## src/rtl/switch_debounce_pkg.sv

```systemverilog
// switch_debounce_pkg: shared clock/debounce constants and channel state encoding
package switch_debounce_pkg;

    localparam int c_CLK_HZ        = 25_000_000;
    localparam int c_DEBOUNCE_10MS = c_CLK_HZ / 100;

    typedef enum logic {
        S_LOW  = 1'b0,
        S_HIGH = 1'b1
    } state_e;

endpackage

```

## src/rtl/switch_debounce_if.sv

```systemverilog
// switch_debounce_if: raw switch pins in, debounced levels and edge pulses out
interface switch_debounce_if #(
    parameter int NUM_SW = 4
);

    logic [NUM_SW-1:0] i_Switch;
    logic [NUM_SW-1:0] o_Switch;
    logic [NUM_SW-1:0] o_Rise_Pulse;
    logic [NUM_SW-1:0] o_Fall_Pulse;

    modport master (
        output i_Switch,
        input  o_Switch,
        input  o_Rise_Pulse,
        input  o_Fall_Pulse
    );

    modport slave (
        input  i_Switch,
        output o_Switch,
        output o_Rise_Pulse,
        output o_Fall_Pulse
    );

endinterface

```

## src/rtl/debounce_channel.sv

```systemverilog
// debounce_channel: one switch synchroniser, stability counter, level FSM and edge pulses
module debounce_channel
    import switch_debounce_pkg::*;
#(
    parameter int DEBOUNCE_LIMIT = c_DEBOUNCE_10MS
) (
    input  logic i_Clk,
    input  logic i_Reset,
    input  logic i_Switch,
    output logic o_Switch,
    output logic o_Rise_Pulse,
    output logic o_Fall_Pulse
);

    localparam int            CW   = $clog2(DEBOUNCE_LIMIT);
    localparam logic [CW-1:0] LAST = CW'(DEBOUNCE_LIMIT - 1);

    if (DEBOUNCE_LIMIT < 2) begin : g_bad_limit
        $error("DEBOUNCE_LIMIT must be 2 or more");
    end

    logic          sync1_q, sync2_q;
    state_e        state_q, state_d;
    logic [CW-1:0] count_q, count_d;
    logic          rise_q, rise_d, fall_q, fall_d;
    logic          lvl, flip;

    assign lvl = (state_q == S_HIGH);

    // A sample matching the current level restarts the stability count.
    always_comb begin
        flip    = (sync2_q != lvl) && (count_q == LAST);
        state_d = flip ? (lvl ? S_LOW : S_HIGH) : state_q;
        count_d = ((sync2_q == lvl) || flip) ? '0 : count_q + 1'b1;
        rise_d  = flip && !lvl;
        fall_d  = flip && lvl;
    end

    always_ff @(posedge i_Clk or posedge i_Reset) begin
        if (i_Reset) begin
            sync1_q <= 1'b0;
            sync2_q <= 1'b0;
            state_q <= S_LOW;
            count_q <= '0;
            rise_q  <= 1'b0;
            fall_q  <= 1'b0;
        end else begin
            sync1_q <= i_Switch;
            sync2_q <= sync1_q;
            state_q <= state_d;
            count_q <= count_d;
            rise_q  <= rise_d;
            fall_q  <= fall_d;
        end
    end

    assign o_Switch     = lvl;
    assign o_Rise_Pulse = rise_q;
    assign o_Fall_Pulse = fall_q;

endmodule

```

## src/rtl/switch_debounce.sv

```systemverilog
// switch_debounce: NUM_SW independent debounce channels behind one interface
module switch_debounce
    import switch_debounce_pkg::*;
#(
    parameter int NUM_SW         = 4,
    parameter int DEBOUNCE_LIMIT = c_DEBOUNCE_10MS
) (
    input logic              i_Clk,
    input logic              i_Reset,
    switch_debounce_if.slave sw
);

    logic [NUM_SW-1:0] lvl, rise, fall;

    for (genvar i = 0; i < NUM_SW; i++) begin : g_ch
        debounce_channel #(
            .DEBOUNCE_LIMIT(DEBOUNCE_LIMIT)
        ) u_ch (
            .i_Clk       (i_Clk),
            .i_Reset     (i_Reset),
            .i_Switch    (sw.i_Switch[i]),
            .o_Switch    (lvl[i]),
            .o_Rise_Pulse(rise[i]),
            .o_Fall_Pulse(fall[i])
        );
    end

    assign sw.o_Switch     = lvl;
    assign sw.o_Rise_Pulse = rise;
    assign sw.o_Fall_Pulse = fall;

endmodule

```

## src/flat_wrapper.sv

```systemverilog
// flat-port wrapper written by rule: the top's interface ports become plain ports
module switch_debounce_flat import switch_debounce_pkg::*;
#(
    parameter int NUM_SW         = 4,
    parameter int DEBOUNCE_LIMIT = c_DEBOUNCE_10MS
)
  (i_Clk, i_Reset, sw_i_Switch, sw_o_Switch, sw_o_Rise_Pulse, sw_o_Fall_Pulse);
  switch_debounce_if #(.NUM_SW(NUM_SW)) sw_i ();
  input logic i_Clk;
  input logic i_Reset;
  input wire logic [$bits(sw_i.i_Switch)-1:0] sw_i_Switch;
  output wire logic [$bits(sw_i.o_Switch)-1:0] sw_o_Switch;
  output wire logic [$bits(sw_i.o_Rise_Pulse)-1:0] sw_o_Rise_Pulse;
  output wire logic [$bits(sw_i.o_Fall_Pulse)-1:0] sw_o_Fall_Pulse;
  assign sw_i.i_Switch = sw_i_Switch;
  assign sw_o_Switch = sw_i.o_Switch;
  assign sw_o_Rise_Pulse = sw_i.o_Rise_Pulse;
  assign sw_o_Fall_Pulse = sw_i.o_Fall_Pulse;
  switch_debounce #(.NUM_SW(NUM_SW), .DEBOUNCE_LIMIT(DEBOUNCE_LIMIT)) u_core (.i_Clk(i_Clk), .i_Reset(i_Reset), .sw(sw_i));
endmodule
```

## config.mk

```make
export PLATFORM = sky130hd
export DESIGN_NAME = switch_debounce_flat
export DESIGN_NICKNAME = d
export VERILOG_FILES = /design/src/rtl/switch_debounce_pkg.sv /design/src/rtl/switch_debounce_if.sv /design/src/rtl/debounce_channel.sv /design/src/rtl/switch_debounce.sv /design/src/flat_wrapper.sv
export SDC_FILE = /design/constraint.sdc
export NUM_CORES = 1
export LEC_CHECK = 0
export CAP_MARGIN = 5
export CORE_MARGIN = 2
export CORE_UTILIZATION = 35
export CTS_CLUSTER_DIAMETER = 150
export DETAILED_ROUTE_END_ITERATION = 12
export PLACE_DENSITY = 0.58
export SYNTH_ARGS = -nofsm -noshare
export SYNTH_HDL_FRONTEND = slang
export SYNTH_SLANG_ARGS = --single-unit
```

## constraint.sdc

```tcl
create_clock -name i_Clk -period 4.8 [get_ports i_Clk]
set_input_delay 0.96 -clock i_Clk [delete_from_list [all_inputs] [get_ports i_Clk]]
set_output_delay 0.96 -clock i_Clk [all_outputs]
set_load 0.05 [all_outputs]
```

==> impl_metrics.json <==
{
  "max_stage_delay_ps": 840,
  "synth_flop_cell": "dfrtp_1",
  "finalHoldViolCount": 0,
  "setup-violations-final": 0,
  "setup.reg_to_reg.worst_slack_ps": 2520,
  "grt_pass1_wl_um": 14100,
  "numPortBuffers": 17,
  "grt_max_degree": 39,
  "antenna_found_initial": 0,
  "start_util_pct": 36.0,
  "clock_latency_ps": 340,
  "synth-seq-area-share_pct": 53.0,
  "nNetsFinal": 440,
  "p_leak_nw": 1.96,
  "rsz0062_at_grt": "false",
  "worst_path_max_delay_cell": "clkdlybuf4s50_1",
  "relSlewSlack_pct": 20.8,
  "cts_setup_buffers": 0,
  "dieWidth_um": 115,
  "whs_endpoint": "u_core.g_ch[0].u_ch.sync2_q$_DFF_PP0_",
  "htreeDepth": 3,
  "synthTopCellsByArea": "dfrtp_1 53%, xnor2_1 7.3%, nor2_1 5.6%, xor2_1 4.0%, nand4_1 3.5%",
  "dp_hpwl_um": 5550,
  "root_buffer": "clkbuf_16",
  "pin_count": 18,
  "area_delta_synth_final_pct": 13.4,
  "synth_top_area_share_pct": 53.0,
  "synth_largest_area_cell": "dfrtp_1",
  "critPathArrivalTime_ps": 1610,
  "via_per_inst": 4.98,
  "cts_resized": 0,
  "core_area_um2": 12100,
  "r2r_cells": 4,
  "path_max_fanout": 5,
  "syn_nets": 429,
  "fin_setup_tns_ps": 0,
  "place.gp.congestion": 0.804,
  "dr.first_iter.drc_count": 180,
  "cts_tree": "built",
  "critPathKind": "reg2out",
  "holdPathStages": 0,
  "hold_buffers": 0,
  "cellPowerDensity_nw_per_um2": 319,
  "cts_max_path_buffers": 2,
  "fillers": 1172,
  "die_h_um": 115,
  "rows": 40,
  "crit_buf_inv": 1,
  "ir_worst_vdd_v": 0.000237,
  "cts_sinks": 92,
  "yosysWarnings": 0,
  "crit_family": "buffers and inverters",
  "rr_endpoint": "u_core.g_ch[3].u_ch.count_q[4]$_DFF_PP0_",
  "synthArstFlopShare_pct": 100,
  "first_pass_iters": 4,
  "cap_viol_max_count": 0,
  "worstPathRequired_ps": 3840,
  "drive_gt1_share_pct": 8.28,
  "skew_ps": 4.36,
  "yosysUniqueCellTypes": 40,
  "drt-total-wl_um": 8050,
  "die_area_um2": 13300,
  "fmaxAchievable_mhz": 389,
  "clk_pin_slew_worst_paths_ps": 60,
  "startpoint_type": "flip-flop",
  "track_usage_pct": 13.6,
  "ys_ff_latch": 92,
  "grt-ovfl-total": 0,
  "finalCritPeriodShare_pct": 53.6,
  "worst_pin_slew_ps": 1180,
  "diodes": 0,
  "synthCells": 419,
  "vias": 3002,
  "fin_total_pwr_mw": 1.57,
  "avgSynthCellArea_um2": 10.4,
  "grt_pass1_vias": 2956,
  "synth_area_um2": 4340,
  "path_cells": "clkdlybuf4s50_1",
  "worstHoldStart": "u_core.g_ch[0].u_ch.sync1_q$_DFF_PP0_",
  "ant_nets": 0,
  "fin_crit_ps": 2570,
  "reg2reg_from": "u_core.g_ch[3].u_ch.count_q[13]$_DFF_PP0_",
  "synth_edf_count": 0,
  "drc": 0,
  "slew_violations": 0,
  "hold_class": "reg2reg",
  "cts_inserted_buffers": 9,
  "wl_per_cell_um": 13.4,
  "worst_setup_path_end_kind": "output port",
  "placedCellCount": 587,
  "stdcell_count": 603,
  "outcome": "complete, no violations"
}
==> cell type report <==
cell class                      count  area (um2)  area share (%)
Clock buffer                       11         253            5.13
Clock inverter                      5        58.8            1.19
Inverter                            8        31.3           0.635
Multi-Input combinational cell    300        1890            38.3
Sequential cell                    92        2300            46.7
Tap cell                          168         210            4.27
Timing Repair Buffer               19         185            3.76
==> per-layer routing <==
layer | track usage, % | share of wire (%) | vias up
met2 | 21.3 | 48 | 39
met4 | 5.38 | 1.6 | 0
met1 | 17.6 | 47 | 1461
met3 | 4.13 | 3.1 | 11
li1 | - | - | 1491
met5 | 0 | 0 | -
==> synth_stat cells, types with 3 or more instances <==
library cell,n
dfrtp_1,92
o21ai_0,4
clkbuf_1,3
and4_1,6
nand3_1,22
a21oi_1,12
buf_4,14
and3_1,9
nor3b_1,9
o31ai_1,4
nor3_1,11
ha_1,4
xor2_1,20
nand2b_1,3
nor4_1,12
nand4_1,24
nor2_1,65
nand2_1,21
xnor2_1,36
or3_1,3
inv_1,8
nand4b_1,3
or4_1,7
==> logic make-up (layout without fill, tap and decap cells) <==
group / Yosys count / count (layout) / share of synthesized area (%)
and+or+nand+nor: 209 / 209 / 25.9
DFF: 92 / 92 / 53.0
xor gates and xnor gates: 56 / 56 / 11.3
AOI/OAI and AO/OA: 27 / 27 / 3.89
buffers and inverters: 27 / 43 / 3.60
adders and majority gates: 4 / 4 / 1.15
muxes: 4 / 4 / 1.21
==> how the worst max path moves through the flow <==
| stage | startpoint | end | slack, ps | cells after the start |
|---|---|---|---|---|
| floorplan | i_Reset | u_core.g_ch[0].u_ch.count_q[0]$_DFF_PP0_ | 1450 | 1 |
| global placement | u_core.g_ch[3].u_ch.count_q[13]$_DFF_PP0_ | u_core.g_ch[3].u_ch.count_q[2]$_DFF_PP0_ | 2530 | 4 |
| detailed placement | u_core.g_ch[1].u_ch.count_q[13]$_DFF_PP0_ | u_core.g_ch[1].u_ch.count_q[12]$_DFF_PP0_ | 2490 | 4 |
| CTS | u_core.g_ch[1].u_ch.o_Switch$_DFFE_PP0P_ | sw_o_Switch[1] | 2200 | 1 |
| global route | u_core.g_ch[1].u_ch.o_Switch$_DFFE_PP0P_ | sw_o_Switch[1] | 2160 | 1 |
| finish | u_core.g_ch[1].u_ch.o_Switch$_DFFE_PP0P_ | sw_o_Switch[1] | 2230 | 1 |
==> registers in the layout, indices dropped and copies added (netlist names) <==
signal and cells:
u_core.g_ch.u_ch.o_Switch 4, u_core.g_ch.u_ch.o_Rise_Pulse 4, u_core.g_ch.u_ch.sync1_q 4, u_core.g_ch.u_ch.o_Fall_Pulse 4, u_core.g_ch.u_ch.sync2_q 4, u_core.g_ch.u_ch.count_q 72
==> per-stage QoR <==
| step | cell area [um2] | hold WS [ps] | util, % | worst slack [ps] |
|---|---|---|---|---|
| floorplan | 4340 | 331 | - | 1450 |
| global placement | 4610 | 332 | 38.3 | 2530 |
| detailed placement | 4610 | 335 | 38.3 | 2490 |
| CTS | 4930 | 350 | 40.8 | 2200 |
| global route | 4930 | 359 | 40.8 | 2160 |
| finish | 4930 | 348 | 40.8 | 2230 |
==> placed cells by master (no fill, tap or decap), types with 3 or more instances in the layout <==
cell type,count
nand2b_1,3
a21oi_1,12
nand3_1,22
clkdlybuf4s50_1,17
or3_1,3
o31ai_1,4
xor2_1,20
dfrtp_1,92
nor3_1,11
inv_1,7
nand4_1,24
nor3b_1,9
and3_1,9
ha_1,4
o21ai_0,4
nor2_1,65
nand4b_1,3
clkbuf_16,9
or4_1,7
nor4_1,12
nand2_1,21
and4_1,6
xnor2_1,36
==> where the power goes <==
| part | switching, mW | total [mW] | internal [mW] | leakage, nW |
|---|---|---|---|---|
| combinational | 0.0312 | 0.0460 | 0.0147 | 0.552 |
| clock | 0.295 | 0.727 | 0.433 | 0.148 |
| sequential | 0.0112 | 0.798 | 0.787 | 1.26 |
Power figures use the tool's default switching activity.
